File: src/rtl/mips32_pkg.sv
// Shared definitions for the instruction fetch slice.
//  WORD_W              : datapath / address width
//  IMEM_WORDS_DEFAULT  : default instruction_mem depth in words
//  NOP                 : NOP instruction encoding
//  fetch_state_t       : fetch FSM state encoding
//  fetch_entry_t       : one fetch buffer entry {pc, instr}
//  wrap_pc()           : reduce a word address modulo a power-of-2 memory depth
package mips32_pkg;

  localparam int unsigned WORD_W             = 32;
  localparam int unsigned IMEM_WORDS_DEFAULT = 128;
  localparam logic [WORD_W-1:0] NOP          = '0;

  typedef enum logic [1:0] {
    S_BOOT  = 2'd0,
    S_RUN   = 2'd1,
    S_FLUSH = 2'd2
  } fetch_state_t;

  typedef struct packed {
    logic [WORD_W-1:0] pc;
    logic [WORD_W-1:0] instr;
  } fetch_entry_t;

  function automatic logic [WORD_W-1:0] wrap_pc(input logic [WORD_W-1:0] pc,
                                                input int unsigned       words);
    return pc & WORD_W'(words - 1);
  endfunction

endpackage

File: src/rtl/instr_fetch_unit_if.sv
// Bus bundle between the fetch unit, instruction_mem and decode.
//  imem_addr/imem_rdata          : instruction_mem read port (combinational read)
//  dec_valid/dec_ready           : handshake towards decode
//  dec_instr/dec_pc              : head entry payload
//  redirect_valid/redirect_pc    : branch/jump PC reload
//  master : fetch unit side      slave : memory/decode/branch side
interface instr_fetch_unit_if;
  import mips32_pkg::*;

  logic [WORD_W-1:0] imem_addr;
  logic [WORD_W-1:0] imem_rdata;
  logic              dec_valid;
  logic              dec_ready;
  logic [WORD_W-1:0] dec_instr;
  logic [WORD_W-1:0] dec_pc;
  logic              redirect_valid;
  logic [WORD_W-1:0] redirect_pc;

  modport master (
    output imem_addr, dec_valid, dec_instr, dec_pc,
    input  imem_rdata, dec_ready, redirect_valid, redirect_pc
  );

  modport slave (
    input  imem_addr, dec_valid, dec_instr, dec_pc,
    output imem_rdata, dec_ready, redirect_valid, redirect_pc
  );

endinterface

File: src/rtl/instr_fetch_unit_buffer.sv
// fetch_buffer: small {pc, instr} FIFO sitting between fetch and decode.
//  clk, rst_n : clock, asynchronous active-low reset (clears all entries)
//  push       : write wr_entry at the tail
//  pop        : retire the head entry
//  flush      : discard all entries (takes priority over push/pop)
//  wr_entry   : entry to write
//  count      : number of valid entries
//  full       : count == BUF_DEPTH
//  head       : entry at the head (meaningless when count == 0)
module fetch_buffer
  import mips32_pkg::*;
#(
  parameter int unsigned BUF_DEPTH = 2
) (
  input  logic         clk,
  input  logic         rst_n,
  input  logic         push,
  input  logic         pop,
  input  logic         flush,
  input  fetch_entry_t wr_entry,
  output logic [1:0]   count,
  output logic         full,
  output fetch_entry_t head
);

  fetch_entry_t entries [BUF_DEPTH];
  logic         rd_ptr;
  logic         wr_ptr;

  assign head = entries[rd_ptr];
  assign full = (count == 2'(BUF_DEPTH));

  // Push into a full buffer is only issued together with a pop; the slot
  // written is the one being retired in the same cycle.
  always_ff @(posedge clk or negedge rst_n) begin
    if (!rst_n) begin
      for (int unsigned i = 0; i < BUF_DEPTH; i++) begin
        entries[i] <= '0;
      end
      rd_ptr <= 1'b0;
      wr_ptr <= 1'b0;
      count  <= '0;
    end else if (flush) begin
      rd_ptr <= 1'b0;
      wr_ptr <= 1'b0;
      count  <= '0;
    end else begin
      if (push) begin
        entries[wr_ptr] <= wr_entry;
        wr_ptr          <= ~wr_ptr;
      end
      if (pop) begin
        rd_ptr <= ~rd_ptr;
      end
      count <= count + 2'(push) - 2'(pop);
    end
  end

endmodule

File: src/rtl/instr_fetch_unit.sv
// instr_fetch_unit: owns the PC, reads instruction_mem and hands {pc, instr}
// pairs to decode through a 2-entry fetch buffer. A redirect flushes the
// buffer and reloads the PC.
//  clk   : rising-edge clock
//  rst_n : asynchronous active-low reset
//  bus   : instr_fetch_unit_if.master (imem_*, dec_*, redirect_*)
module instr_fetch_unit
  import mips32_pkg::*;
#(
  parameter int unsigned RESET_PC   = 0,
  parameter int unsigned IMEM_WORDS = IMEM_WORDS_DEFAULT,
  parameter int unsigned BUF_DEPTH  = 2
) (
  input  logic                clk,
  input  logic                rst_n,
  instr_fetch_unit_if.master  bus
);

  localparam logic [WORD_W-1:0] RESET_PC_W = wrap_pc(WORD_W'(RESET_PC), IMEM_WORDS);

  fetch_state_t      state;
  logic [WORD_W-1:0] fetch_pc;
  logic [WORD_W-1:0] redirect_target;
  logic [WORD_W-1:0] next_pc;
  logic [1:0]        count;
  logic              full;
  logic              push;
  logic              pop;
  fetch_entry_t      head;
  fetch_entry_t      wr_entry;

  assign redirect_target = wrap_pc(bus.redirect_pc, IMEM_WORDS);
  assign next_pc         = wrap_pc(fetch_pc + 32'd1, IMEM_WORDS);

  assign bus.imem_addr = fetch_pc;
  assign bus.dec_valid = (count != '0);
  assign bus.dec_instr = head.instr;
  assign bus.dec_pc    = head.pc;

  assign pop  = bus.dec_valid & bus.dec_ready;
  assign push = (state == S_RUN) & ~bus.redirect_valid & (~full | pop);

  assign wr_entry = '{pc: fetch_pc, instr: bus.imem_rdata};

  fetch_buffer #(
    .BUF_DEPTH (BUF_DEPTH)
  ) u_buffer (
    .clk      (clk),
    .rst_n    (rst_n),
    .push     (push),
    .pop      (pop),
    .flush    (bus.redirect_valid),
    .wr_entry (wr_entry),
    .count    (count),
    .full     (full),
    .head     (head)
  );

  // BOOT and FLUSH are one-cycle address settle states: fetch_pc is loaded
  // but nothing is pushed until RUN.
  always_ff @(posedge clk or negedge rst_n) begin
    if (!rst_n) begin
      state    <= S_BOOT;
      fetch_pc <= RESET_PC_W;
    end else begin
      unique case (state)
        S_BOOT: begin
          state <= S_RUN;
          if (bus.redirect_valid) fetch_pc <= redirect_target;
        end
        S_RUN: begin
          if (bus.redirect_valid) begin
            state    <= S_FLUSH;
            fetch_pc <= redirect_target;
          end else if (push) begin
            fetch_pc <= next_pc;
          end
        end
        S_FLUSH: begin
          if (bus.redirect_valid) fetch_pc <= redirect_target;
          else                    state    <= S_RUN;
        end
        default: begin
          state    <= S_BOOT;
          fetch_pc <= RESET_PC_W;
        end
      endcase
    end
  end

endmodule

File: src/flat_wrapper.sv
// flat-port wrapper written by rule: the top's interface ports become plain ports
module instr_fetch_unit_flat import mips32_pkg::*;
#(
  parameter int unsigned RESET_PC   = 0,
  parameter int unsigned IMEM_WORDS = IMEM_WORDS_DEFAULT,
  parameter int unsigned BUF_DEPTH  = 2
)
  (clk, rst_n, bus_imem_addr, bus_dec_valid, bus_dec_instr, bus_dec_pc, bus_imem_rdata, bus_dec_ready, bus_redirect_valid, bus_redirect_pc);
  instr_fetch_unit_if bus_i ();
  input  logic clk;
  input  logic rst_n;
  output wire logic [$bits(bus_i.imem_addr)-1:0] bus_imem_addr;
  output wire logic [$bits(bus_i.dec_valid)-1:0] bus_dec_valid;
  output wire logic [$bits(bus_i.dec_instr)-1:0] bus_dec_instr;
  output wire logic [$bits(bus_i.dec_pc)-1:0] bus_dec_pc;
  input wire logic [$bits(bus_i.imem_rdata)-1:0] bus_imem_rdata;
  input wire logic [$bits(bus_i.dec_ready)-1:0] bus_dec_ready;
  input wire logic [$bits(bus_i.redirect_valid)-1:0] bus_redirect_valid;
  input wire logic [$bits(bus_i.redirect_pc)-1:0] bus_redirect_pc;
  assign bus_imem_addr = bus_i.imem_addr;
  assign bus_dec_valid = bus_i.dec_valid;
  assign bus_dec_instr = bus_i.dec_instr;
  assign bus_dec_pc = bus_i.dec_pc;
  assign bus_i.imem_rdata = bus_imem_rdata;
  assign bus_i.dec_ready = bus_dec_ready;
  assign bus_i.redirect_valid = bus_redirect_valid;
  assign bus_i.redirect_pc = bus_redirect_pc;
  instr_fetch_unit #(.RESET_PC(RESET_PC), .IMEM_WORDS(IMEM_WORDS), .BUF_DEPTH(BUF_DEPTH)) u_core (.clk(clk), .rst_n(rst_n), .bus(bus_i));
endmodule
File: config.mk
export PLATFORM = sky130hd
export DESIGN_NAME = instr_fetch_unit_flat
export DESIGN_NICKNAME = d
export VERILOG_FILES = /design/src/rtl/mips32_pkg.sv /design/src/rtl/instr_fetch_unit_if.sv /design/src/rtl/instr_fetch_unit_buffer.sv /design/src/rtl/instr_fetch_unit.sv /design/src/flat_wrapper.sv
export SDC_FILE = /design/constraint.sdc
export NUM_CORES = 1
export LEC_CHECK = 0
export BUFFER_PORTS_ARGS = -buffer_cell sky130_fd_sc_hd__buf_2
export CAP_MARGIN = 0
export CORE_MARGIN = 2
export CORE_UTILIZATION = 45
export DETAILED_ROUTE_END_ITERATION = 8
export GPL_TIMING_DRIVEN = 0
export PLACE_DENSITY_LB_ADDON = 0.25
export SLEW_MARGIN = 20
export SYNTH_ARGS = -nofsm -noshare
export SYNTH_HDL_FRONTEND = slang
export SYNTH_SLANG_ARGS = --single-unit
File: constraint.sdc
create_clock -name clk -period 1.8 [get_ports clk]
set_input_delay 0.09 -clock clk [delete_from_list [all_inputs] [get_ports clk]]
set_output_delay 0.09 -clock clk [all_outputs]
set_load 0.005 [all_outputs]
# Word level (Yosys, flattened, before mapping)
# Cells that the tools add are included.
dict set report totals {
  register_bits 166
  mem_bits_ro 0
  mem_count 0
  latchBits 0
  ram_bits 0
  inputBits 68
}
dict set report classes {
  n_bitwise 10
  n_shift 0
  n_eq_ne 7
  reduce_logical 9
  n_mul 0
  n_div 0
  add_sub_neg 3
  mux 18
  magnitude_cmp 3
}
# cell n
set ops {}
lappend ops {{$mux W64} 4}
lappend ops {{$bwmux W128} 1}
lappend ops {{$mux W32} 3}
lappend ops {{$demux W64 S1} 1}
lappend ops {{$pmux W32 S2} 1}
lappend ops {{$add A7 B1 Y7 const B} 1}
lappend ops {{$mux W2} 3}
lappend ops {{$pmux W2 S3} 1}
lappend ops {{$reduce_and A2 Y1} 3}
lappend ops {{$reduce_bool A2 Y1} 3}
lappend ops {{$eq A2 B2 Y1 const B} 2}
lappend ops {{$ge A2 B2 Y1 const B} 2}
lappend ops {{$mux W1} 4}
lappend ops {{$ne A2 B2 Y1 const B} 2}
lappend ops {{$not A1 Y1} 4}
lappend ops {{$not A1 Y2} 2}
lappend ops {{$and A1 B1 Y1} 3}
lappend ops {{$ne A3 B3 Y1 const B} 1}
lappend ops {{$add A2 B1 Y2} 1}
lappend ops {{$eq A2 B1 Y1 const B} 1}
lappend ops {{$logic_not A2 Y1} 1}
lappend ops {{$lt A2 B1 Y1 const B} 1}
lappend ops {{$ne A2 B1 Y1 const B} 1}
lappend ops {{$reduce_or A2 Y1} 1}
lappend ops {{3 further kinds} 3}

# Depth between registers and ports, before layout
# Gate-level depths: netlist of run 1.
dict set report logic_depth {
  ltp_word 7
  depth_mapped 9
  ltp_nobuf 8
}

# Hierarchy
# From an unflattened synthesis of run 1, not the netlist that was laid out.
dict set report unflattened {
  cells_unflattened 451
  hier_area_um2 6910.4
}
# mod n_inst area_per_inst_um2 seq_area_each_um2 cells_each
set modules_own_cells {}
lappend modules_own_cells {fetch_buffer 1 6144.6 3303.2 359}
lappend modules_own_cells {instr_fetch_unit 1 765.7 225.2 92}

# Worst setup path after synthesis of run 1
# No wires, ideal clock.
dict set report synth_path {
  kind {reg2reg}
  startpoint {register u_core.state[1]}
  endpoint {register u_core.u_buffer.entries[69] (netlist bit)}
  path_buffers 3
  slack_ns -0.100
  arrival_time_ns 1.773
  required_ns 1.673
  stages_incl_launch_ff 9
  cell_sequence {dfrtp_1 or3b_1 buf_6 nor2_2 inv_2 nor2_4 buf_6 buf_6 mux2_1}
}
dict set report synth_between {
  elab_chain_cells 4
}
# element line_no
set synth_rtl {}
lappend synth_rtl {{from (decl)} instr_fetch_unit.sv:21} ;# fetch_state_t state;
lappend synth_rtl {{from (signal assigned)} instr_fetch_unit.sv:63} ;# state <= S_BOOT;
lappend synth_rtl {{from (signal assigned)} instr_fetch_unit.sv:68} ;# state <= S_RUN;
lappend synth_rtl {{from (signal assigned)} instr_fetch_unit.sv:73} ;# state <= S_FLUSH;
lappend synth_rtl {{$eq A2 B1 Y1} instr_fetch_unit.sv:41} ;# assign push = (state == S_RUN) & ~bus.redirect_valid & (~full | pop);
lappend synth_rtl {{$and A1 B1 Y1 (2 in a row)} instr_fetch_unit.sv:41}
lappend synth_rtl {{$reduce_and A2 Y1 (no line)} n/a}
lappend synth_rtl {{to (signal, indexed assignment)} instr_fetch_unit_buffer.sv:49} ;# entries[wr_ptr] <= wr_entry;
lappend synth_rtl {{to (decl)} instr_fetch_unit_buffer.sv:26} ;# fetch_entry_t entries [BUF_DEPTH];
# Every way passes these cells.
# A chain may end at the register's enable or synchronous reset.

# Worst setup path after layout of run 1
# Ends and elaborated chain as after synthesis.

==> results of run 1 <==
## power groups by stage
stage                     Combinational, mW  Sequential [mW]  Clock, mW
after floorplan                        2.71             3.51          0
after global placement                 3.76             3.62          0
after detailed placement               3.85             3.71          0
after CTS                              4.19             3.66       1.59
after global routing                   4.64             3.80       1.68
final                                  4.26             3.66       1.55
## layer usage
| layer | global-route usage (%) | vias up | part of all wire, % |
|---|---|---|---|
| li1 | - | 1471 | - |
| met3 | 3.13 | 12 | 3.4 |
| met4 | 6.37 | 0 | 1.4 |
| met2 | 33.1 | 80 | 51 |
| met5 | 0 | - | 0 |
| met1 | 22.1 | 1519 | 44 |
## tightest hold or removal path: cells and delay by family
kind / cells / cell delay [ps]
compound gates: 2 / 170
buf+inv: 1 / 80
## placed cells by master, fill, tap and decap left out, types with 4 or more instances in the layout
cell type and instances:
a21oi_1 7, buf_12 4, buf_2 92, buf_4 61, buf_6 5, clkbuf_8 11, conb_1 50, dfrtp_1 91
dlygate4sd3_1 35, inv_1 6, mux2_2 89, mux2_4 28, nor2_1 7, o21ai_0 12
## kinds of logic after synthesis
| group | share of synthesized area [%] |
|---|---|
| buffers and inverters | 11.1 |
| AOI/OAI and AO/OA | 3.33 |
| other | 0.0831 |
| xor gates and xnor gates | 0.777 |
| muxes | 30.0 |
| DFF | 50.5 |
| adders and majority gates | 1.05 |
| and+or+nand+nor | 3.11 |
## Yosys cell counts (all sizes together)
cell     instances  area (µm²)
a22oi            1        7.51
maj3             1        10.0
and2             1        6.26
a31oi            2        12.5
and4             1        8.76
xor2             1        8.76
nor4             1        6.26
conb             1        3.75
nor3b            2        15.0
a221oi           1        8.76
clkbuf           1        3.75
ha               3        37.5
a21oi            7        35.0
a32oi            1        8.76
dfrtp           91        2280
a22o             1        8.76
buf             63         472
inv              7        26.3
or2              1        6.26
and3             1        6.26
nor2             9        43.8
xnor2            3        26.3
or3b             1        8.76
nand3            2        10.0
nor3             1        5.00
o21ai           12        60.1
nor2b            2        12.5
o2111ai          1        8.76
nand2            3        11.3
mux2           117        1360
## how the worst max path moves through the flow
stage,start,endpoint,slack [ps],cells past startpoint
after global placement,u_core.state[1]$_DFFE_PN0P_,u_core.u_buffer.entries[76]$_DFFE_PN0P_,-240,8
after CTS,u_core.state[1]$_DFFE_PN0P_,u_core.u_buffer.entries[82]$_DFFE_PN0P_,-130,8
after global routing,u_core.state[1]$_DFFE_PN0P_,u_core.u_buffer.entries[76]$_DFFE_PN0P_,-70,7
final,u_core.state[1]$_DFFE_PN0P_,u_core.u_buffer.entries[69]$_DFFE_PN0P_,-10,7
after detailed placement,u_core.state[1]$_DFFE_PN0P_,u_core.u_buffer.entries[69]$_DFFE_PN0P_,-280,8
after floorplan,u_core.state[1]$_DFFE_PN0P_,u_core.u_buffer.entries[69]$_DFFE_PN0P_,-100,8
## state kept, by name, summed over array words and instances (netlist names)
name,flops
u_core.u_buffer.entries,78
u_core.u_buffer.rd_ptr,1
u_core.bus.imem_addr,7
u_core.state,2
u_core.u_buffer.wr_ptr,1
u_core.u_buffer.count,2
## layout make-up
type / count / area (µm²) / area share, %
Tap cell: 133 / 166 / 2.70
Multi-Input combinational cell: 226 / 2010 / 32.6
Buffer: 63 / 503 / 8.17
Clock buffer: 12 / 155 / 2.52
Clock inverter: 4 / 72.6 / 1.18
Timing Repair Buffer: 137 / 948 / 15.4
Sequential cell: 91 / 2280 / 37.0
Inverter: 7 / 26.3 / 0.427
## through the flow
step / setup slack, ps / utilization [%]
floorplan: -97.4 / -
global placement: -242 / 55.0
detailed placement: -278 / 55.3
CTS: -135 / 62.7
global route: -68.1 / 63.3
finish: -14.5 / 63.3
## repair_timing
action,CTS,global route
pin swaps,0,4
setup buffers,9,2
endpoints found under the setup margin,110,81
gates cloned,1,0
hold buffers,35,0
gates resized for setup,13,15
endpoints found under the hold margin,122,0
==> impl_metrics.py, run 1 <==
metrics = {
    "cells_and_area": {
        "syn2layout_area_growth_pct": 36.6,
        "fin_nets": 606,
        "num_antenna_cells": 0,
        "drive_gt1_share_pct": 56.7,
        "fill_cells": 764,
        "layout.cells.non_filler": 673,
        "finalInstanceArea_um2": 6160,
    },
    "placed_design": {
        "dp_hpwl_um": 6410,
        "io_buffers": 89,
        "dpl_cell_area_um2": 5380,
        "placed_cells": 611,
        "routabilityCongestion": 0.741,
    },
    "timing": {
        "fin_crit_sh_pct": 101,
        "setup_violations": 11,
        "worst_slew_pin_slew_ps": 834,
        "clock-skew-final_ps": 10.8,
        "hold_viol_final": 0,
        "fmax_ghz": 0.551,
        "min_period_ps": 1810,
        "finalSetupTns_ps": -46.1,
        "whs_ps": 16.7,
        "slew_violations": 0,
        "rsz0062_at_grt": "yes",
        "setup_ws_ps": -14.5,
        "relSlewSlack_pct": 43.8,
    },
    "cts": {
        "clk_path_buf_depth": 2,
        "cts.sinks": 91,
        "htree_levels": 3,
        "clkTransAtPathRegs_ps": 90,
        "cts_made_buffers": 9,
        "clock_latency_ps": 360,
        "root_buffer": "clkbuf_8",
        "cts_tree": "yes",
    },
    "critical_path": {
        "crit_family": "simple AND/OR/NAND/NOR gates",
        "critPathArrivalTime_ps": 2050,
        "crit_buf_inv": 3,
        "rrSetupSlack_ps": -10,
        "crit_chain": "or3b_4 > nor2_4 > inv_2 > nor2_4 > buf_8 > buf_12 > mux2_4",
        "reg2regPathDepth": 7,
        "r2r-end": "u_core.u_buffer.entries[69]$_DFFE_PN0P_",
        "cp_common_cell": "nor2_4",
        "critical_path_class": "reg2reg",
        "start_kind": "flop",
        "crit_slowest_cell": "dfrtp_1",
        "max_stage_delay_ps": 390,
        "worstPathMaxFanout": 5,
        "rr_startpoint": "u_core.state[1]$_DFFE_PN0P_",
        "cp-end-kind": "flop",
        "critical_path_required_ps": 2040,
    },
    "synthesis": {
        "syn_avg_cell_area_um2": 13.3,
        "ys.warnings.count": 0,
        "synth_seq_cells": 91,
        "synthCells": 339,
        "netlist_area_um2": 4510,
        "seq_area_frac_synth_pct": 50.5,
        "synth_cell_types": 38,
    },
    "floorplanning": {
        "die_y_um": 104,
        "coreArea_um2": 9730,
        "die_width_um": 104,
        "start_util_pct": 46.4,
        "ios": 165,
        "dieArea_um2": 10800,
        "rows": 36,
    },
    "flow_run": {
        "cap_violations": 0,
    },
    "pwr": {
        "vdd_ir_drop_max_uv": 565,
        "p_sw_share_pct": 30.5,
        "finalPower_mw": 9.48,
        "power_frac_clock_pct": 16.4,
        "p_sw_mw": 2.89,
        "power_frac_comb_pct": 44.9,
        "p_int_mw": 6.58,
        "p_per_area_nw_per_um2": 1540,
        "pwr-share-seq_pct": 38.7,
        "p_leak_nw": 3.08,
    },
    "drt": {
        "wirelength_um": 9670,
        "firstDrtPassIters": 4,
        "drtIter0Drc": 72,
        "postRouteAntennaNets": 0,
        "drc_errors": 0,
        "viasPerCell": 4.58,
        "wl_per_cell_um": 14.4,
        "vias": 3082,
    },
    "min_path": {
        "min_from": "bus_redirect_pc[0]",
        "holdPathStages": 3,
        "hold_end": "u_core.bus.imem_addr[0]$_DFFE_PN0P_",
        "hp-class": "in2reg",
    },
    "grt": {
        "grt_pass1_wl_um": 15800,
        "antenna_found_initial": 0,
        "grt_pass1_vias": 3258,
        "overflow": 0,
        "grt_use_total_pct": 18.4,
        "grt_max_degree": 57,
    },
    "status": {
        "status": "finished with violations",
        "violations": "setup timing",
    },
}
No activity file was read; power rests on OpenSTA's default activity.
==> run 2, diff against run 1 <==
ABC_AREA = 1   (was not set)
==> impl_metrics.py, run 2 <==
metrics = {
    "cts": {
        "clk_path_buf_depth": 2,
        "clkTransAtPathRegs_ps": 90,
        "cts_made_buffers": 9,
        "root_buffer": "clkbuf_8",
        "clock_latency_ps": 360,
        "cts_tree": "yes",
        "cts.sinks": 91,
        "htree_levels": 3,
    },
    "synthesis": {
        "async_reset_ff_share_pct": 100,
        "netlist_area_um2": 4570,
        "synthCells": 577,
        "synth_area_leaders": "dfrtp_1 50%, nand2_1 18%, buf_4 8.2%",
        "synth_cell_types": 26,
        "syn_avg_cell_area_um2": 7.91,
        "yosys.cell_count.top_type": "nand2_1",
        "ys_top_cells_by_count": "221 x nand2_1, 91 x dfrtp_1, 54 x o21ai_0",
        "ys.warnings.count": 0,
        "synth_seq_cells": 91,
        "seq_area_frac_synth_pct": 49.9,
        "synth_top_area_share_pct": 49.9,
        "synth-edff-count": 0,
        "synth_largest_area_cell": "dfrtp_1",
        "ys_dominant_reg_cell": "dfrtp_1",
    },
    "placed_design": {
        "dpl_cell_area_um2": 5390,
        "dp_hpwl_um": 7660,
        "routabilityCongestion": 0.802,
        "io_buffers": 89,
        "dp_slack_ps": 45.5,
    },
    "status": {
        "status": "finished with violations",
        "violations": "hold timing",
    },
    "floorplanning": {
        "dieArea_um2": 11000,
        "coreArea_um2": 9820,
        "rows": 36,
        "start_util_pct": 46.5,
        "ios": 165,
        "die_y_um": 105,
        "die_width_um": 105,
    },
    "timing": {
        "whs_ps": -0.212,
        "finalSetupTns_ps": 0,
        "slew_violations": 0,
        "fmax_ghz": 0.603,
        "fin_crit_sh_pct": 92.2,
        "clock-skew-final_ps": 5.44,
        "rsz0062_at_grt": "no",
        "setup_ws_ps": 141,
        "relSlewSlack_pct": 64.5,
        "worst_slew_pin_slew_ps": 533,
        "hold_viol_final": 1,
        "setup_violations": 0,
        "min_period_ps": 1660,
    },
    "pwr": {
        "p_leak_nw": 3.40,
        "p_per_area_nw_per_um2": 1470,
        "vdd_ir_drop_max_uv": 799,
        "finalPower_mw": 8.67,
    },
    "critical_path": {
        "critical_path_class": "reg2out",
        "rrSetupSlack_ps": 160,
        "cp_common_cell": "nand2_1",
        "critPathArrivalTime_ps": 1570,
        "rr_startpoint": "u_core.u_buffer.count[0]$_DFF_PN0_",
        "worstPathMaxFanout": 19,
        "cp-end-kind": "primary output",
        "max_stage_delay_ps": 360,
        "critical_path_required_ps": 1710,
        "start_kind": "flop",
        "r2r-end": "u_core.u_buffer.count[1]$_DFF_PN0_",
        "reg2regPathDepth": 10,
        "crit_chain": "clkbuf_1 > inv_1 > buf_4 > nand2_1 > nand2_1 > buf_2",
        "crit_slowest_cell": "dfrtp_1",
    },
    "min_path": {
        "min_from": "bus_imem_rdata[25]",
        "holdPathStages": 3,
        "hp-class": "in2reg",
        "hold_end": "u_core.u_buffer.entries[25]$_DFFE_PN0P_",
    },
    "drt": {
        "wirelength_um": 11000,
        "drc_errors": 0,
        "vias": 4057,
        "firstDrtPassIters": 5,
        "viasPerCell": 4.54,
        "drtIter0Drc": 230,
        "wl_per_cell_um": 12.3,
        "postRouteAntennaNets": 0,
    },
    "grt": {
        "grt_max_degree": 55,
        "grt_pass1_wl_um": 18000,
        "grt_use_total_pct": 20.4,
        "antenna_found_initial": 0,
        "overflow": 0,
        "grt_pass1_vias": 3835,
    },
    "cells_and_area": {
        "fin_nets": 826,
        "drive_gt1_share_pct": 24.6,
        "largest_reg_flops": 78,
        "finalInstanceArea_um2": 5910,
        "num_antenna_cells": 0,
        "syn2layout_area_growth_pct": 29.4,
        "final_common_cell": "nand2_1",
        "layout_common_cells": "221 x nand2_1, 92 x buf_2, 91 x dfrtp_1",
        "top_register": "u_core.u_buffer.entries",
    },
    "flow_run": {
        "cap_violations": 0,
    },
}
-- run 2: cell types whose count changed after synthesis, moves of 7 or more --
cell      before  now
nand2_1        3  221
mux2_2        97    0
inv_1          6   53
o21ai_0       12   54
o21ai_1        0   33
clkbuf_1       1   11
mux2_1        10    0
mux2_4        10    0
nor2_1         7   16
nand3_1        2    9
-- run 2: how the worst max path moves through the flow --
stage,slack [ps],start,end
floorplan,210,u_core.state[1]$_DFFE_PN0P_,u_core.u_buffer.count[1]$_DFF_PN0_
CTS,4,u_core.u_buffer.rd_ptr$_DFFE_PN0P_,bus_dec_instr[4]
global route,10,u_core.u_buffer.count[0]$_DFF_PN0_,u_core.u_buffer.count[1]$_DFF_PN0_
finish,140,u_core.u_buffer.rd_ptr$_DFFE_PN0P_,bus_dec_instr[3]
detailed placement,50,u_core.state[1]$_DFFE_PN0P_,u_core.u_buffer.count[1]$_DFF_PN0_
global placement,-140,rst_n,u_core.bus.imem_addr[4]$_DFFE_PN0P_
-- run 2: area by class of cell --
class                      instances  area (µm²)
buffer                            74         523
sequential                        91        2280
clock inverter                     6        88.8
fill                             941        3910
tap                              133         166
multi-input combinational        405        1750
inverter                          55         206
timing repair buffer             119         758
clock buffer                      10         138
-- run 2: what timing repair did --
| item | CTS | global route |
|---|---|---|
| cloned | 0 | 0 |
| pin swaps | 0 | 1 |
| setup endpoints to repair | 12 | 40 |
| buffers inserted | 0 | 3 |
| resized for setup | 1 | 14 |
| hold endpoints to repair | 77 | 0 |
| hold buffers | 26 | 0 |
-- run 2: report_power, final --
group | internal, mW | switching [mW]
clock | 0.819 | 0.717
combinational | 1.52 | 2.05
sequential | 2.98 | 0.578
-- run 2: kinds of logic (layout without fill, tap and decap cells) --
group / count (synthesis) / count (layout) / share of synthesized area [%]
fa+ha+maj: 3 / 3 / 0.822
simple gates: 252 / 252 / 22.1
flops: 91 / 91 / 49.9
other cells: 1 / 50 / 0.0821
buf+inv: 130 / 264 / 15.8
compound gates: 99 / 99 / 11.0
xor+xnor: 1 / 1 / 0.192
-- run 2: layer usage --
metal | GRT usage (%) | vias up | routed length, µm
met5 | 0 | - | 0
met4 | 6.38 | 0 | 103
met3 | 3.68 | 8 | 669
met2 | 34.1 | 139 | 5400
met1 | 27.0 | 1872 | 4800
li1 | - | 2038 | -
-- run 2: through the flow --
step	instances	utilization, %
floorplan	626	-
global placement	848	54.6
detailed placement	849	54.9
CTS	890	59.8
global route	893	60.2
finish	893	60.2
-- run 2: worst max-delay path, delay by kind of cell, from the launching register on --
family / cells / cell delay (ps)
buffers and inverters: 4 / 660
flip-flops: 1 / 360
AND/OR/NAND/NOR: 2 / 180
